===== config.mk =====
export PLATFORM = sky130hd
export DESIGN_NAME = key_debounce_bank
export DESIGN_NICKNAME = d
export VERILOG_FILES = /design/src/rtl/key_debounce_pkg.sv /design/src/rtl/key_debounce_ch.sv /design/src/rtl/key_debounce_bank.sv
export SDC_FILE = /design/constraint.sdc
export NUM_CORES = 1
export LEC_CHECK = 0
export CAP_MARGIN = 20
export CORE_MARGIN = 5
export CORE_UTILIZATION = 61
export CTS_CLUSTER_DIAMETER = 200
export DETAILED_ROUTE_END_ITERATION = 6
export PLACE_DENSITY = 0.82
export SETUP_SLACK_MARGIN = 0.05
export SKIP_LAST_GASP = 1
export SYNTH_ARGS = -nofsm -noshare
export SYNTH_HDL_FRONTEND = slang
export SYNTH_SLANG_ARGS = --single-unit

===== constraint.sdc =====
create_clock -name i_clk -period 2.18 [get_ports i_clk]
set_input_delay 0.436 -clock i_clk [delete_from_list [all_inputs] [get_ports i_clk]]
set_output_delay 0.436 -clock i_clk [all_outputs]
set_load 0.01 [all_outputs]

===== src/rtl/key_debounce_pkg.sv =====
// Shared types and sizing helpers for the key debounce bank.
package key_debounce_pkg;

  typedef enum logic [1:0] {
    REP_IDLE,
    REP_DELAY,
    REP_REPEAT
  } rep_state_t;

  // Bits needed to count 0 .. max_count-1, never narrower than one bit.
  function automatic int cnt_width(input int unsigned max_count);
    return (max_count > 1) ? $clog2(max_count) : 1;
  endfunction

endpackage


===== src/rtl/key_debounce_ch.sv =====
// One debounce channel: 2-flop synchroniser, stability filter, level and edge pulses.
// With KEY_REPEAT_EN defined, a typematic FSM re-issues press pulses while held.
module key_debounce_ch
  import key_debounce_pkg::*;
#(
  parameter int unsigned STABLE_CYC    = 1000000,
  parameter logic        IDLE_LEVEL    = 1'b1,
  parameter int unsigned REPEAT_DELAY  = 25000000,
  parameter int unsigned REPEAT_PERIOD = 5000000
) (
  input  logic clk_i,
  input  logic rst_i,
  input  logic in_i,
  output logic level_o,
  output logic press_o,
  output logic release_o
);

  localparam int SW = cnt_width(STABLE_CYC);
  localparam logic [SW-1:0] STABLE_LAST = SW'(STABLE_CYC - 1);

  logic          sync1_q, sync2_q;
  logic          level_q, level_d;
  logic [SW-1:0] stab_cnt_q, stab_cnt_d;
  logic          press_q, release_q;
  logic          press_edge, release_edge;

  // The counter only ever reaches STABLE_LAST; at that point the level flips instead.
  always_comb begin
    stab_cnt_d = '0;
    level_d    = level_q;
    if (sync2_q != level_q) begin
      if (stab_cnt_q == STABLE_LAST) begin
        level_d = sync2_q;
      end else begin
        stab_cnt_d = stab_cnt_q + 1'b1;
      end
    end
  end

  assign press_edge   = (level_d != level_q) && (level_d != IDLE_LEVEL);
  assign release_edge = (level_d != level_q) && (level_d == IDLE_LEVEL);

  always_ff @(posedge clk_i) begin
    if (rst_i) begin
      sync1_q    <= IDLE_LEVEL;
      sync2_q    <= IDLE_LEVEL;
      level_q    <= IDLE_LEVEL;
      stab_cnt_q <= '0;
      release_q  <= 1'b0;
    end else begin
      sync1_q    <= in_i;
      sync2_q    <= sync1_q;
      level_q    <= level_d;
      stab_cnt_q <= stab_cnt_d;
      release_q  <= release_edge;
    end
  end

`ifdef KEY_REPEAT_EN
  localparam int unsigned REP_MAX =
    (REPEAT_DELAY > REPEAT_PERIOD) ? REPEAT_DELAY : REPEAT_PERIOD;
  localparam int RW = cnt_width(REP_MAX);
  localparam logic [RW-1:0] DELAY_LAST  = RW'(REPEAT_DELAY - 1);
  localparam logic [RW-1:0] PERIOD_LAST = RW'(REPEAT_PERIOD - 1);

  rep_state_t    rep_state_q;
  logic [RW-1:0] rep_cnt_q;
  logic          rep_fire;

  assign rep_fire = ((rep_state_q == REP_DELAY)  && (rep_cnt_q == DELAY_LAST)) ||
                    ((rep_state_q == REP_REPEAT) && (rep_cnt_q == PERIOD_LAST));

  // A release landing on a scheduled repeat suppresses that repeat.
  always_ff @(posedge clk_i) begin
    if (rst_i) begin
      rep_state_q <= REP_IDLE;
      rep_cnt_q   <= '0;
      press_q     <= 1'b0;
    end else begin
      press_q <= press_edge || (rep_fire && !release_edge);
      if (press_edge) begin
        rep_state_q <= REP_DELAY;
        rep_cnt_q   <= '0;
      end else if (release_edge) begin
        rep_state_q <= REP_IDLE;
        rep_cnt_q   <= '0;
      end else begin
        case (rep_state_q)
          REP_DELAY: begin
            if (rep_cnt_q == DELAY_LAST) begin
              rep_state_q <= REP_REPEAT;
              rep_cnt_q   <= '0;
            end else begin
              rep_cnt_q <= rep_cnt_q + 1'b1;
            end
          end
          REP_REPEAT: begin
            if (rep_cnt_q == PERIOD_LAST) rep_cnt_q <= '0;
            else                          rep_cnt_q <= rep_cnt_q + 1'b1;
          end
          default: begin
            rep_state_q <= REP_IDLE;
            rep_cnt_q   <= '0;
          end
        endcase
      end
    end
  end
`else
  always_ff @(posedge clk_i) begin
    if (rst_i) press_q <= 1'b0;
    else       press_q <= press_edge;
  end
`endif

  assign level_o   = level_q;
  assign press_o   = press_q;
  assign release_o = release_q;

endmodule


===== src/rtl/key_debounce_bank.sv =====
// N_CH independent debounce channels plus an any-press summary.
// Define KEY_REPEAT_EN to build typematic auto-repeat into every channel.
module key_debounce_bank
  import key_debounce_pkg::*;
#(
  parameter int unsigned N_CH          = 8,
  parameter int unsigned STABLE_CYC    = 1000000,
  parameter logic        IDLE_LEVEL    = 1'b1,
  parameter int unsigned REPEAT_DELAY  = 25000000,
  parameter int unsigned REPEAT_PERIOD = 5000000
) (
  input  logic            i_clk,
  input  logic            i_rst,
  input  logic [N_CH-1:0] i_in,
  output logic [N_CH-1:0] o_level,
  output logic [N_CH-1:0] o_press,
  output logic [N_CH-1:0] o_release,
  output logic            o_any_press
);

  genvar gi;
  generate
    for (gi = 0; gi < int'(N_CH); gi++) begin : g_ch
      key_debounce_ch #(
        .STABLE_CYC   (STABLE_CYC),
        .IDLE_LEVEL   (IDLE_LEVEL),
        .REPEAT_DELAY (REPEAT_DELAY),
        .REPEAT_PERIOD(REPEAT_PERIOD)
      ) u_ch (
        .clk_i    (i_clk),
        .rst_i    (i_rst),
        .in_i     (i_in[gi]),
        .level_o  (o_level[gi]),
        .press_o  (o_press[gi]),
        .release_o(o_release[gi])
      );
    end
  endgenerate

  assign o_any_press = |o_press;

endmodule


==> results_dict.tcl <==
set metrics [dict create \
    drc 0 \
    die_area_mm2 0.0168 \
    syn_inst 990 \
    yosys.cell_types.count 44 \
    p_total_uw 6620 \
    synth_area_mm2 0.00873 \
    p_seq_share_pct 55.7 \
    layout.nets 1034 \
    cts_tree "built" \
    grt_max_degree 26 \
    relSlewSlack_pct 61.1 \
    portBuffers 34 \
    maxCapViolations 0 \
    synth_seq_area_share_pct 45.8 \
    worst_slew_pin_slew_ps 578 \
    drt_iter0_drc 549 \
    synthTopCellsByCount "dfxtp_1 (200), nor2_1 (117), nand3_1 (68), a21oi_1 (54), xnor2_1 (51)" \
    p_leak_uw 0.00295 \
    ys_warn_count 0 \
    area_growth_pct 11.3 \
    gp_congestion 0.846 \
    synth_area_per_cell_um2 8.82 \
    crit_start "g_ch[3].u_ch.stab_cnt_q[0]" \
    synth.area.top_cells "dfxtp_1 (46%), xnor2_1 (5.1%), nor2_1 (5.0%), xor2_1 (4.7%), nand3_1 (3.9%)" \
    yosysMostFrequentCell "dfxtp_1" \
    cp_cell_sequence "ha_2 -> nand2_1 -> or4_4 -> or4_1 -> a21oi_1" \
    hold_class "input pin to register" \
    design.core.area_mm2 0.0140 \
    wl_per_cell_um 14.0 \
    p_switching_uw 1300 \
    grt_pass1_vias 6477 \
    setup_violations 0 \
    rows 43 \
    grt_usage_pct 21.1 \
    sw_frac_of_total_pct 19.6 \
    dr.pass1.iters 5 \
    drt-vias-per-instance 5.78 \
    critPathKind "register to register" \
    ios 35 \
    synth_edf_count 0 \
    yosysTopAreaCell "dfxtp_1" \
    run_status "complete, no violations" \
    crit_arrival_ps 2400 \
    ys_ff_latch 200 \
    powerDensity_mw_per_mm2 680 \
    post-route-min-period_ps 2040 \
    clk_pin_slew_worst_paths_ps 60 \
    fmax_mhz 490 \
    start_util_pct 62.4 \
    rr_startpoint "g_ch[3].u_ch.stab_cnt_q[0]" \
    die_width_um 130 \
    crit_path_top_delay_cell "or4_4" \
    slowest_delay_ps 570 \
    cts_root_buffer "clkbuf_16" \
    n_antenna_cell 0 \
    fin_tns_setup_ps 0 \
    clock_latency_ps 430 \
    max-vdd-ir-drop_mv 0.585 \
    synthesis.nets 1008 \
    dp.final_hpwl_um 11600 \
    drive_gt1_share_pct 8.10 \
    gr-total-overflow 0 \
    async_flop_share_pct 0 \
    endpoint_kind "register" \
    vias 6970 \
    cts_num_sinks 200 \
    htreeDepth 4 \
    rsz0062_at_grt "yes" \
    hold_violations 0 \
    internal_power_uw 5320 \
    synth_top_area_share_pct 45.8 \
    slew_viol_final 0 \
    wirelength_um 16900 \
    pwr-share-comb_pct 1.5 \
    ant_nets 0 \
    grt_pass1_wl_um 29400 \
    die_h_um 130 \
    required_ps 2530 \
    clk_path_buf_depth 2 \
    skew_ps 6.64 \
    pwr-share-clk_pct 42.9 \
    start_kind "register" \
    cp_max_fo 7 \
    fin_crit_sh_pct 93.6 \
    numCtsBuffers 17 \
    hold_start "i_rst" \
    synthFlopType "dfxtp_1" \
    antenna_found_initial 0 \
]
-- sequential cells by signal (all words and copies together) (netlist names) --
signal and count:
g_ch.u_ch.stab_cnt_q 160, g_ch.u_ch.level_o 8, g_ch.u_ch.press_o 8, g_ch.u_ch.release_o 8
g_ch.u_ch.sync1_q 8, g_ch.u_ch.sync2_q 8
-- logic make-up (layout without fill, tap and decap cells) --
| family | after synthesis | after routing | share of synthesized area (%) |
|---|---|---|---|
| AOI/OAI and AO/OA | 119 | 119 | 8.05 |
| xor gates and xnor gates | 98 | 98 | 9.83 |
| adders and majority gates | 8 | 8 | 1.15 |
| buffers and inverters | 74 | 109 | 4.45 |
| DFF | 200 | 200 | 45.8 |
| and+or+nand+nor | 491 | 491 | 30.7 |
-- repair_timing --
item | CTS | global route
endpoints found under the hold margin | 0 | 0
hold buffers | 0 | 0
buffers inserted | 0 | 0
endpoints found under the setup margin | 1 | 4
resized for setup | 2 | 5
-- power groups by stage --
stage               clock, uW  combinational [uW]  sequential [uW]
floorplan                   0                52.2             3760
finish                   2840                96.3             3680
detailed placement          0                95.7             3770
CTS                      2900                96.5             3680
global route             3080                 106             3680
global placement            0                95.0             3760
-- layout by cell type, fill, tap and decap left out, drive strengths merged, types with 2 or more instances in the layout --
cell type      count
a21oi             54
and2               7
and3              22
and4              16
buf               23
clkbuf            23
clkdlybuf4s50     32
clkinv             5
dfxtp            200
ha                 8
inv               24
nand2             49
nand2b            14
nand3             70
nand4             43
nor2             117
nor2b              3
nor3              32
nor3b              2
nor4              21
nor4b              7
o211ai             2
o21ai             37
o311ai             2
o31ai             23
or2               20
or3               27
or4               31
or4b               5
xnor2             51
xor2              47
-- through the flow --
step	utilization [%]	std cells	setup WS, ps	instance area (um2)	hold WS [ps]
2_1_floorplan	-	990	203	8730	389
3_3_place_gp	65.7	1177	164	9190	391
3_5_place_dp	65.7	1177	89.7	9190	397
4_1_cts	69.4	1205	52.6	9710	386
5_1_grt	69.5	1205	30.5	9720	419
6_report	69.5	1205	139	9720	393
-- layer usage --
metal | GRT usage [%] | vias to the layer above | part of all wire (%)
met5 | 0 | - | 0
met4 | 6.85 | 0 | 1.6
li1 | - | 3559 | -
met1 | 27.0 | 3268 | 46
met2 | 35.2 | 119 | 49
met3 | 5.23 | 24 | 3.9
-- final timing paths --
check	slack, ps	cells after the start	end
hold reg to reg	410	1	g_ch[6].u_ch.sync2_q
hold / removal	390	3	g_ch[5].u_ch.press_o
setup reg to reg	140	5	g_ch[3].u_ch.stab_cnt_q[18]
setup / recovery	140	5	g_ch[3].u_ch.stab_cnt_q[18]
-- area by class of cell --
| class | instances | area [um2] |
|---|---|---|
| flip-flops and latches | 200 | 4010 |
| clock inverters | 5 | 50.0 |
| clock buffers | 23 | 468 |
| fillers | 1121 | 4260 |
| multi-input cells | 716 | 4360 |
| well taps | 180 | 225 |
| repair buffers | 56 | 524 |
| inverters | 25 | 93.8 |
-- critical path: cells and delay by family (launching register included) --
family | cells | cell delay (ps)
AOI/OAI and AO/OA | 1 | 150
adders and majority gates | 1 | 260
DFF | 1 | 420
and+or+nand+nor | 3 | 1150
(Power assumes the default switching activity.)
